### src/rtl/split_pkg.sv
// Shared types and default sizing for the split_route select-driven splitter.
package split_pkg;

    typedef enum logic [1:0] {
        WAIT_SEL  = 2'd0,
        WAIT_DATA = 2'd1,
        SEND      = 2'd2
    } state_t;

    localparam int unsigned SPLIT_W  = 9;
    localparam int unsigned SPLIT_CW = 16;

endpackage

### src/rtl/split_route.sv
// Two-way split: takes a select token, then a data token, and forwards the data to
// out0 or out1; counts completed sends per output.
module split_route
    import split_pkg::*;
#(
    parameter int unsigned W  = SPLIT_W,
    parameter int unsigned CW = SPLIT_CW
) (
    input  logic          clk,
    input  logic          rst_n,
    input  logic          s_valid,
    output logic          s_ready,
    input  logic          s_data,
    input  logic          in_valid,
    output logic          in_ready,
    input  logic [W-1:0]  in_data,
    output logic          out0_valid,
    input  logic          out0_ready,
    output logic [W-1:0]  out0_data,
    output logic          out1_valid,
    input  logic          out1_ready,
    output logic [W-1:0]  out1_data,
    output logic [CW-1:0] cnt0,
    output logic [CW-1:0] cnt1
);

    localparam logic [CW-1:0] CntOne = {{(CW-1){1'b0}}, 1'b1};

    state_t        r_state;
    logic          r_sel;
    logic [W-1:0]  r_data;
    logic [CW-1:0] r_cnt0;
    logic [CW-1:0] r_cnt1;

    logic          w_send;
    logic          w_out_ready;

    assign w_send      = (r_state == SEND);
    // Only the selected output's ready can complete the transfer.
    assign w_out_ready = r_sel ? out1_ready : out0_ready;

    always_ff @(posedge clk or negedge rst_n) begin
        if (!rst_n) begin
            r_state <= WAIT_SEL;
            r_sel   <= 1'b0;
            r_data  <= '0;
            r_cnt0  <= '0;
            r_cnt1  <= '0;
        end else begin
            unique case (r_state)
                WAIT_SEL: begin
                    if (s_valid) begin
                        r_sel   <= s_data;
                        r_state <= WAIT_DATA;
                    end
                end
                WAIT_DATA: begin
                    if (in_valid) begin
                        r_data  <= in_data;
                        r_state <= SEND;
                    end
                end
                SEND: begin
                    if (w_out_ready) begin
                        if (r_sel) begin
                            r_cnt1 <= r_cnt1 + CntOne;
                        end else begin
                            r_cnt0 <= r_cnt0 + CntOne;
                        end
                        r_state <= WAIT_SEL;
                    end
                end
                default: r_state <= WAIT_SEL;
            endcase
        end
    end

    // Readies decode only the state, never an upstream valid.
    assign s_ready    = (r_state == WAIT_SEL);
    assign in_ready   = (r_state == WAIT_DATA);
    assign out0_valid = w_send & ~r_sel;
    assign out1_valid = w_send & r_sel;
    assign out0_data  = r_data;
    assign out1_data  = r_data;
    assign cnt0       = r_cnt0;
    assign cnt1       = r_cnt1;

endmodule
### config.mk
export PLATFORM = sky130hd
export DESIGN_NAME = split_route
export DESIGN_NICKNAME = d
export VERILOG_FILES = /design/src/rtl/split_pkg.sv /design/src/rtl/split_route.sv
export SDC_FILE = /design/constraint.sdc
export NUM_CORES = 1
export LEC_CHECK = 0
export BUFFER_PORTS_ARGS = -buffer_cell sky130_fd_sc_hd__clkbuf_2
export CORE_MARGIN = 2
export CORE_UTILIZATION = 30
export DETAILED_ROUTE_END_ITERATION = 16
export PLACE_DENSITY = 0.61
export SETUP_SLACK_MARGIN = 0.5
export SLEW_MARGIN = 25
export SYNTH_ARGS = -nofsm -noshare
export SYNTH_HDL_FRONTEND = slang
export SYNTH_SLANG_ARGS = --single-unit
### constraint.sdc
create_clock -name clk -period 2 [get_ports clk]
set_input_delay 0.1 -clock clk [delete_from_list [all_inputs] [get_ports clk]]
set_output_delay 0.1 -clock clk [all_outputs]
set_load 0.005 [all_outputs]
==> impl_metrics.json, run 1 <==
{
  "status": "finished, violations left",
  "violations": "DRC",
  "maxSlewViolCount": 0,
  "insertion_delay_ns": 0.29,
  "syn_nets": 185,
  "endpoint_kind": "flip-flop",
  "drc_errors": 7,
  "power_density_nw_per_um2": 972,
  "numCtsBuffers": 5,
  "die_area_um2": 7360,
  "cp-start-kind": "flip-flop",
  "cts_tree": "done",
  "die_w_um": 85.8,
  "setup_violations": 0,
  "root_buffer": "clkbuf_8",
  "synth_top_family_by_area": "simple AND/OR/NAND/NOR gates",
  "cts_num_sinks": 44,
  "wl_mm": 4.11,
  "antenna_found_initial": 0,
  "grt_max_degree": 31,
  "worstHoldPathType": "input port to flip-flop",
  "yosysSeqAreaShare": 0.549,
  "firstDrtPassIters": 12,
  "h-tree-depth": 2,
  "synth_compound_area_frac": 0.00249,
  "initial_core_util": 0.312,
  "yosys.area.top_type": "dfrtp_1",
  "place_congestion": 0.730,
  "cp.required_ns": 2.18,
  "p_leak_nw": 1.33,
  "postRouteAntennaNets": 0,
  "cp_max_fo": 6,
  "yosys.area_share.simple": 0.188,
  "crit_type": "flip-flop to flip-flop",
  "worstPathArrival_ns": 1.75,
  "fin_worst_skew_ns": 0.00464,
  "layout-drive-gt1-share": 0.486,
  "vias": 1476,
  "synth.avg_cell_area_um2": 12.0,
  "cts.clk_slew.worst_paths_ns": 0.07,
  "netlist_area_um2": 2010,
  "grt_pass1_wl_mm": 6.65,
  "coreArea_um2": 6420,
  "design_area_um2": 2630,
  "gr-usage-all-layers": 0.116,
  "vdd_drop_max_mv": 0.392,
  "netlist.area_leader.share": 0.549,
  "ctsLongestPathBuffers": 2,
  "setup_ws_ns": 0.429,
  "synth-main-ff-cell": "dfrtp_1",
  "port_buffers": 69,
  "synth.distinct_cells": 30,
  "grt_pass1_vias": 1373,
  "finalHoldViolCount": 0,
  "rsz0062_at_grt": "yes",
  "n_antenna_cell": 0,
  "synth_warnings": 0,
  "viasPerCell": 4.53,
  "final_util": 0.410,
  "min_period_ns": 1.57,
  "area_delta_synth_final_pct": 31.2,
  "finalNetCount": 269,
  "detailed_place_hpwl_mm": 2.99,
  "ys_ff_latch": 44,
  "synthMuxAreaShare": 0.0611,
  "setup_tns_ns": 0,
  "slew_headroom": 0.507,
  "die_h_um": 85.8,
  "period_share": 0.786,
  "cp_slowest_stage_delay_ns": 0.53,
  "yosys.area_share.adder": 0.0125,
  "slowest_stage": "or4_4",
  "synthCells": 167,
  "io_pins": 70,
  "crit_chain": "nand4bb_4 > or4_4 > nand2b_4 > xnor2_2",
  "worstMarginPinSlew_ns": 0.740,
  "synth_edf_count": 0,
  "pre_cts_ws_ns": 0.314,
  "async_flop_share": 1.00,
  "maxCapViolations": 0,
  "synth-xor-area-share": 0.138,
  "routedWlPerCell_um": 12.6,
  "gr-total-overflow": 0,
  "synth_area_leaders": "dfrtp_1 55%, xnor2_1 10%, mux2_2 5.6%",
  "rows": 29,
  "drt_iter0_drc": 36,
  "place_area_um2": 2390,
  "clock.fmax_ghz": 0.637
}
-- worst max-delay path, delay by kind of cell (launching register included) --
kind / cells / cell delay (ns)
xor gates and xnor gates: 1 / 0.12
and+or+nand+nor: 3 / 0.90
DFF: 1 / 0.44
-- cell usage in the layout (no fill, tap or decap), types with 3 or more instances in the layout --
cell | Yosys | routed
mux2_2 | 10 | 10
buf_4 | 9 | 17
dfrtp_1 | 44 | 41
xor2_1 | 4 | 4
nand4_1 | 7 | 7
nor2_1 | 7 | 6
inv_1 | 4 | 4
clkbuf_8 | 0 | 5
nand3_1 | 10 | 9
nand2_1 | 20 | 18
and3_1 | 3 | 3
dfrtp_2 | 0 | 3
xnor2_1 | 24 | 24
clkbuf_2 | 0 | 69
-- metal layers --
metal | GRT usage | vias up | part of all wire
met5 | 0 | - | 0
met4 | 0.0346 | 0 | 0.010
met3 | 0.0356 | 6 | 0.068
met2 | 0.185 | 48 | 0.47
met1 | 0.152 | 699 | 0.45
li1 | - | 723 | -
-- final cells by class --
type                    count  area, µm²
inverters                   4       15.0
repair buffers             88        494
multi-input cells         108        855
clock buffers               5       68.8
flip-flops and latches     44       1100
fillers                   639       3790
well taps                  77       96.3
-- per-stage QoR --
step	total power, mW	std cells	hold slack [ns]
3_3_place_gp	1.96	305	0.202
3_5_place_dp	1.97	305	0.207
2_1_floorplan	1.75	167	-0.196
4_1_cts	2.57	322	0.0301
6_report	2.56	326	0.0388
5_1_grt	2.75	326	0.0233
-- worst paths after layout --
path | cells past startpoint | slack, ns | end | startpoint
min reg2reg | 1 | 0.48 | cnt1[15] | cnt1[15]
max in group asynchronous | 3 | 0.94 | out0_data[6] | rst_n
min in group asynchronous | 2 | 0.41 | cnt0[11] | rst_n
min | 2 | 0.04 | out0_data[1] | in_data[1]
max | 4 | 0.43 | cnt0[12] | r_state[0]
max reg2reg | 4 | 0.43 | cnt0[12] | r_state[0]
-- sequential cells by signal (all words and copies together) (netlist names) --
signal,count
cnt1,16
r_sel,1
out0_data,9
cnt0,16
r_state,2
-- timing repair --
item,in CTS,in global routing
pin swaps,3,8
gates resized for setup,9,5
endpoints found under the hold margin,28,0
setup buffers,11,4
hold buffers,1,0
endpoints found under the setup margin,24,20
-- cell families (layout without fill, tap and decap cells) --
group / after synthesis / in the layout
and+or+nand+nor: 64 / 64
DFF: 44 / 44
xor gates and xnor gates: 30 / 30
buffers and inverters: 15 / 97
muxes: 11 / 11
adders and majority gates: 2 / 2
AOI/OAI and AO/OA: 1 / 1
-- where the power goes --
group,switching (mW),internal [mW]
logic,0.347,0.482
clock network,0.273,0.226
registers,0.162,1.07
total,0.782,1.78
-- synthesized netlist by cell type (2+ instances only) --
| library cell | n |
|---|---|
| buf_4 | 9 |
| nor3_1 | 2 |
| xor2_1 | 4 |
| nand2_1 | 20 |
| and3_1 | 3 |
| nor3b_1 | 2 |
| inv_1 | 4 |
| nand2b_4 | 2 |
| mux2_2 | 10 |
| xnor2_2 | 2 |
| nand4_1 | 7 |
| nor2_1 | 7 |
| ha_1 | 2 |
| xnor2_1 | 24 |
| dfrtp_1 | 44 |
| nand3_1 | 10 |
| and4_1 | 2 |
Power figures use the tool's default switching activity.
==> inputs of run 2 (changes only) <==
==> constraint.sdc (replaced) <==
create_clock -name clk -period 1.6 [get_ports clk]
set_input_delay 0.08 -clock clk [delete_from_list [all_inputs] [get_ports clk]]
set_output_delay 0.08 -clock clk [all_outputs]
set_load 0.005 [all_outputs]
==> run 2 against run 1 <==
Effect of this change: the flow now finishes without violations; count of clock-buffer cells in the layout up 2; worst setup slack worse by 0.41 ns; total power up 64%; register-to-register slack worse by 0.41 ns; wire length up 8.3%; sequential share of layout area down 6.6 points; non-clock buffer count up 23; die area unchanged; core utilization up 7.4 points; maximum frequency down 0.84%; combinational power up 120%; critical path type unchanged; critical endpoint is now cnt0[14]; largest cell class unchanged.
==> impl_metrics.json, run 2 (synthesized netlist as in run 1, its figures left out) <==
{
  "area_delta_synth_final_pct": 55.0,
  "setup_tns_ns": 0,
  "drc_errors": 0,
  "routedWlPerCell_um": 12.6,
  "cts_num_sinks": 44,
  "die_area_um2": 7360,
  "n_antenna_cell": 0,
  "met2_length_mm": 2.23,
  "combPwrFrac": 0.424,
  "cp.required_ns": 1.78,
  "min_period_ns": 1.58,
  "drt_iter0_drc": 68,
  "crit_type": "flip-flop to flip-flop",
  "r2r-end": "cnt0[14]",
  "place_congestion": 0.802,
  "netSwitchingPower_mw": 1.22,
  "worstPathArrival_ns": 1.76,
  "h-tree-depth": 2,
  "final_util": 0.485,
  "fin_worst_skew_ns": 0.0106,
  "firstDrtPassIters": 6,
  "rows": 29,
  "endpoint_kind": "flip-flop",
  "pre_cts_ws_ns": 0.0412,
  "min_path_cells": 2,
  "seqPwrFrac": 0.357,
  "status": "finished clean",
  "final_cell_mix": "68 x clkbuf_2, 44 x dfrtp_1, 19 x xnor2_1, 19 x buf_4, 15 x buf_6",
  "wl_mm": 4.45,
  "die_w_um": 85.8,
  "io_pins": 70,
  "setup_ws_ns": 0.0157,
  "finalNetCount": 292,
  "vdd_drop_max_mv": 0.803,
  "worstHoldPathType": "input port to flip-flop",
  "postRouteAntennaNets": 0,
  "place_area_um2": 2490,
  "design_area_um2": 3110,
  "insertion_delay_ns": 0.29,
  "port_buffers": 69,
  "worstMarginPinSlew_ns": 0.564,
  "swShare": 0.291,
  "layout-drive-gt1-share": 0.585,
  "die_h_um": 85.8,
  "worst-r2r-setup-slack_ns": 0.02,
  "numCtsBuffers": 5,
  "drt-met1-wl_mm": 2.02,
  "grt_pass1_vias": 1534,
  "detailed_place_hpwl_mm": 2.93,
  "rsz0062_at_grt": "yes",
  "r2r-start": "cnt0[0]",
  "gr-usage-all-layers": 0.123,
  "period_share": 0.990,
  "ctsLongestPathBuffers": 2,
  "top_layer_used": "met4",
  "power.share.clock": 0.219,
  "initial_core_util": 0.312,
  "hold_end": "out0_data[3]",
  "cts.clk_slew.worst_paths_ns": 0.09,
  "slowest_stage": "or4_4",
  "crit_chain": "ha_2 > nand2_2 > or4_4 > nand2b_4 > xnor2_2",
  "root_buffer": "clkbuf_8",
  "cp_slowest_stage_delay_ns": 0.55,
  "maxSlewViolCount": 0,
  "fillers": 602,
  "layout_commonest_cell": "clkbuf_2",
  "min_from": "in_data[3]",
  "finalPower_mw": 4.21,
  "power_density_nw_per_um2": 1350,
  "slew_headroom": 0.624,
  "cts_tree": "done",
  "vias": 1586,
  "worstRegToRegCells": 5,
  "grt_max_degree": 45,
  "grt_pass1_wl_mm": 7.07,
  "gr-total-overflow": 0,
  "finalHoldViolCount": 0,
  "cp-start-kind": "flip-flop",
  "maxCapViolations": 0,
  "coreArea_um2": 6420,
  "antenna_found_initial": 0,
  "cp_max_fo": 4,
  "p_int_mw": 2.98,
  "viasPerCell": 4.51,
  "p_leak_nw": 1.63,
  "setup_violations": 0,
  "clock.fmax_ghz": 0.631,
  "met3_length_um": 175
}
run 2: what timing repair did:
action / in CTS / in global routing
endpoints found under the hold margin: 46 / 4
pin swaps: 15 / 21
hold buffers: 3 / 4
resized for setup: 38 / 24
setup buffers: 13 / 9
setup endpoints to repair: 45 / 47
run 2: layout make-up:
cell class,instances,area (µm²),share of cell area
Clock buffer,7,96.3,0.0310
Clock inverter,1,30.0,0.00965
Inverter,4,15.0,0.00483
Multi-Input combinational cell,108,1030,0.330
Sequential cell,44,1100,0.354
Tap cell,77,96.3,0.0310
Timing Repair Buffer,111,747,0.240
run 2: worst max-delay path: cells and delay by family (launching register included):
family / cells / cell delay, ns
and+or+nand+nor: 3 / 0.78
DFF: 1 / 0.37
adders and majority gates: 1 / 0.19
xor gates and xnor gates: 1 / 0.12
run 2: power groups by stage:
stage          Sequential (mW)  Combinational [mW]  Clock (mW)
2_1_floorplan             1.53               0.674           0
3_3_place_gp              1.50                1.09           0
3_5_place_dp              1.52                1.10           0
4_1_cts                   1.50                1.54       0.951
5_1_grt                   1.53                1.92        1.00
6_report                  1.50                1.79       0.921
run 2: stage by stage:
stage               hold slack [ns]  instances
floorplan                    -0.216        167
global placement              0.200        315
detailed placement            0.201        315
CTS                        0.000720        339
global route                0.00417        352
finish                       0.0179        352
run 2: routing by layer:
metal	vias up	GRT usage
li1	766	-
met1	773	0.162
met2	43	0.193
met3	4	0.0356
met4	0	0.0462
met5	-	0
run 2: worst max path at each step:
stage,start,endpoint,slack [ns],depth (start not counted)
global route,r_sel,cnt0[14],-0.04,4
finish,cnt0[0],cnt0[14],0.02,5
global placement,r_sel,cnt0[12],0.06,4
detailed placement,r_sel,cnt0[12],0.04,4
CTS,r_sel,cnt0[14],0.02,4
floorplan,r_state[0],cnt0[12],-0.03,5
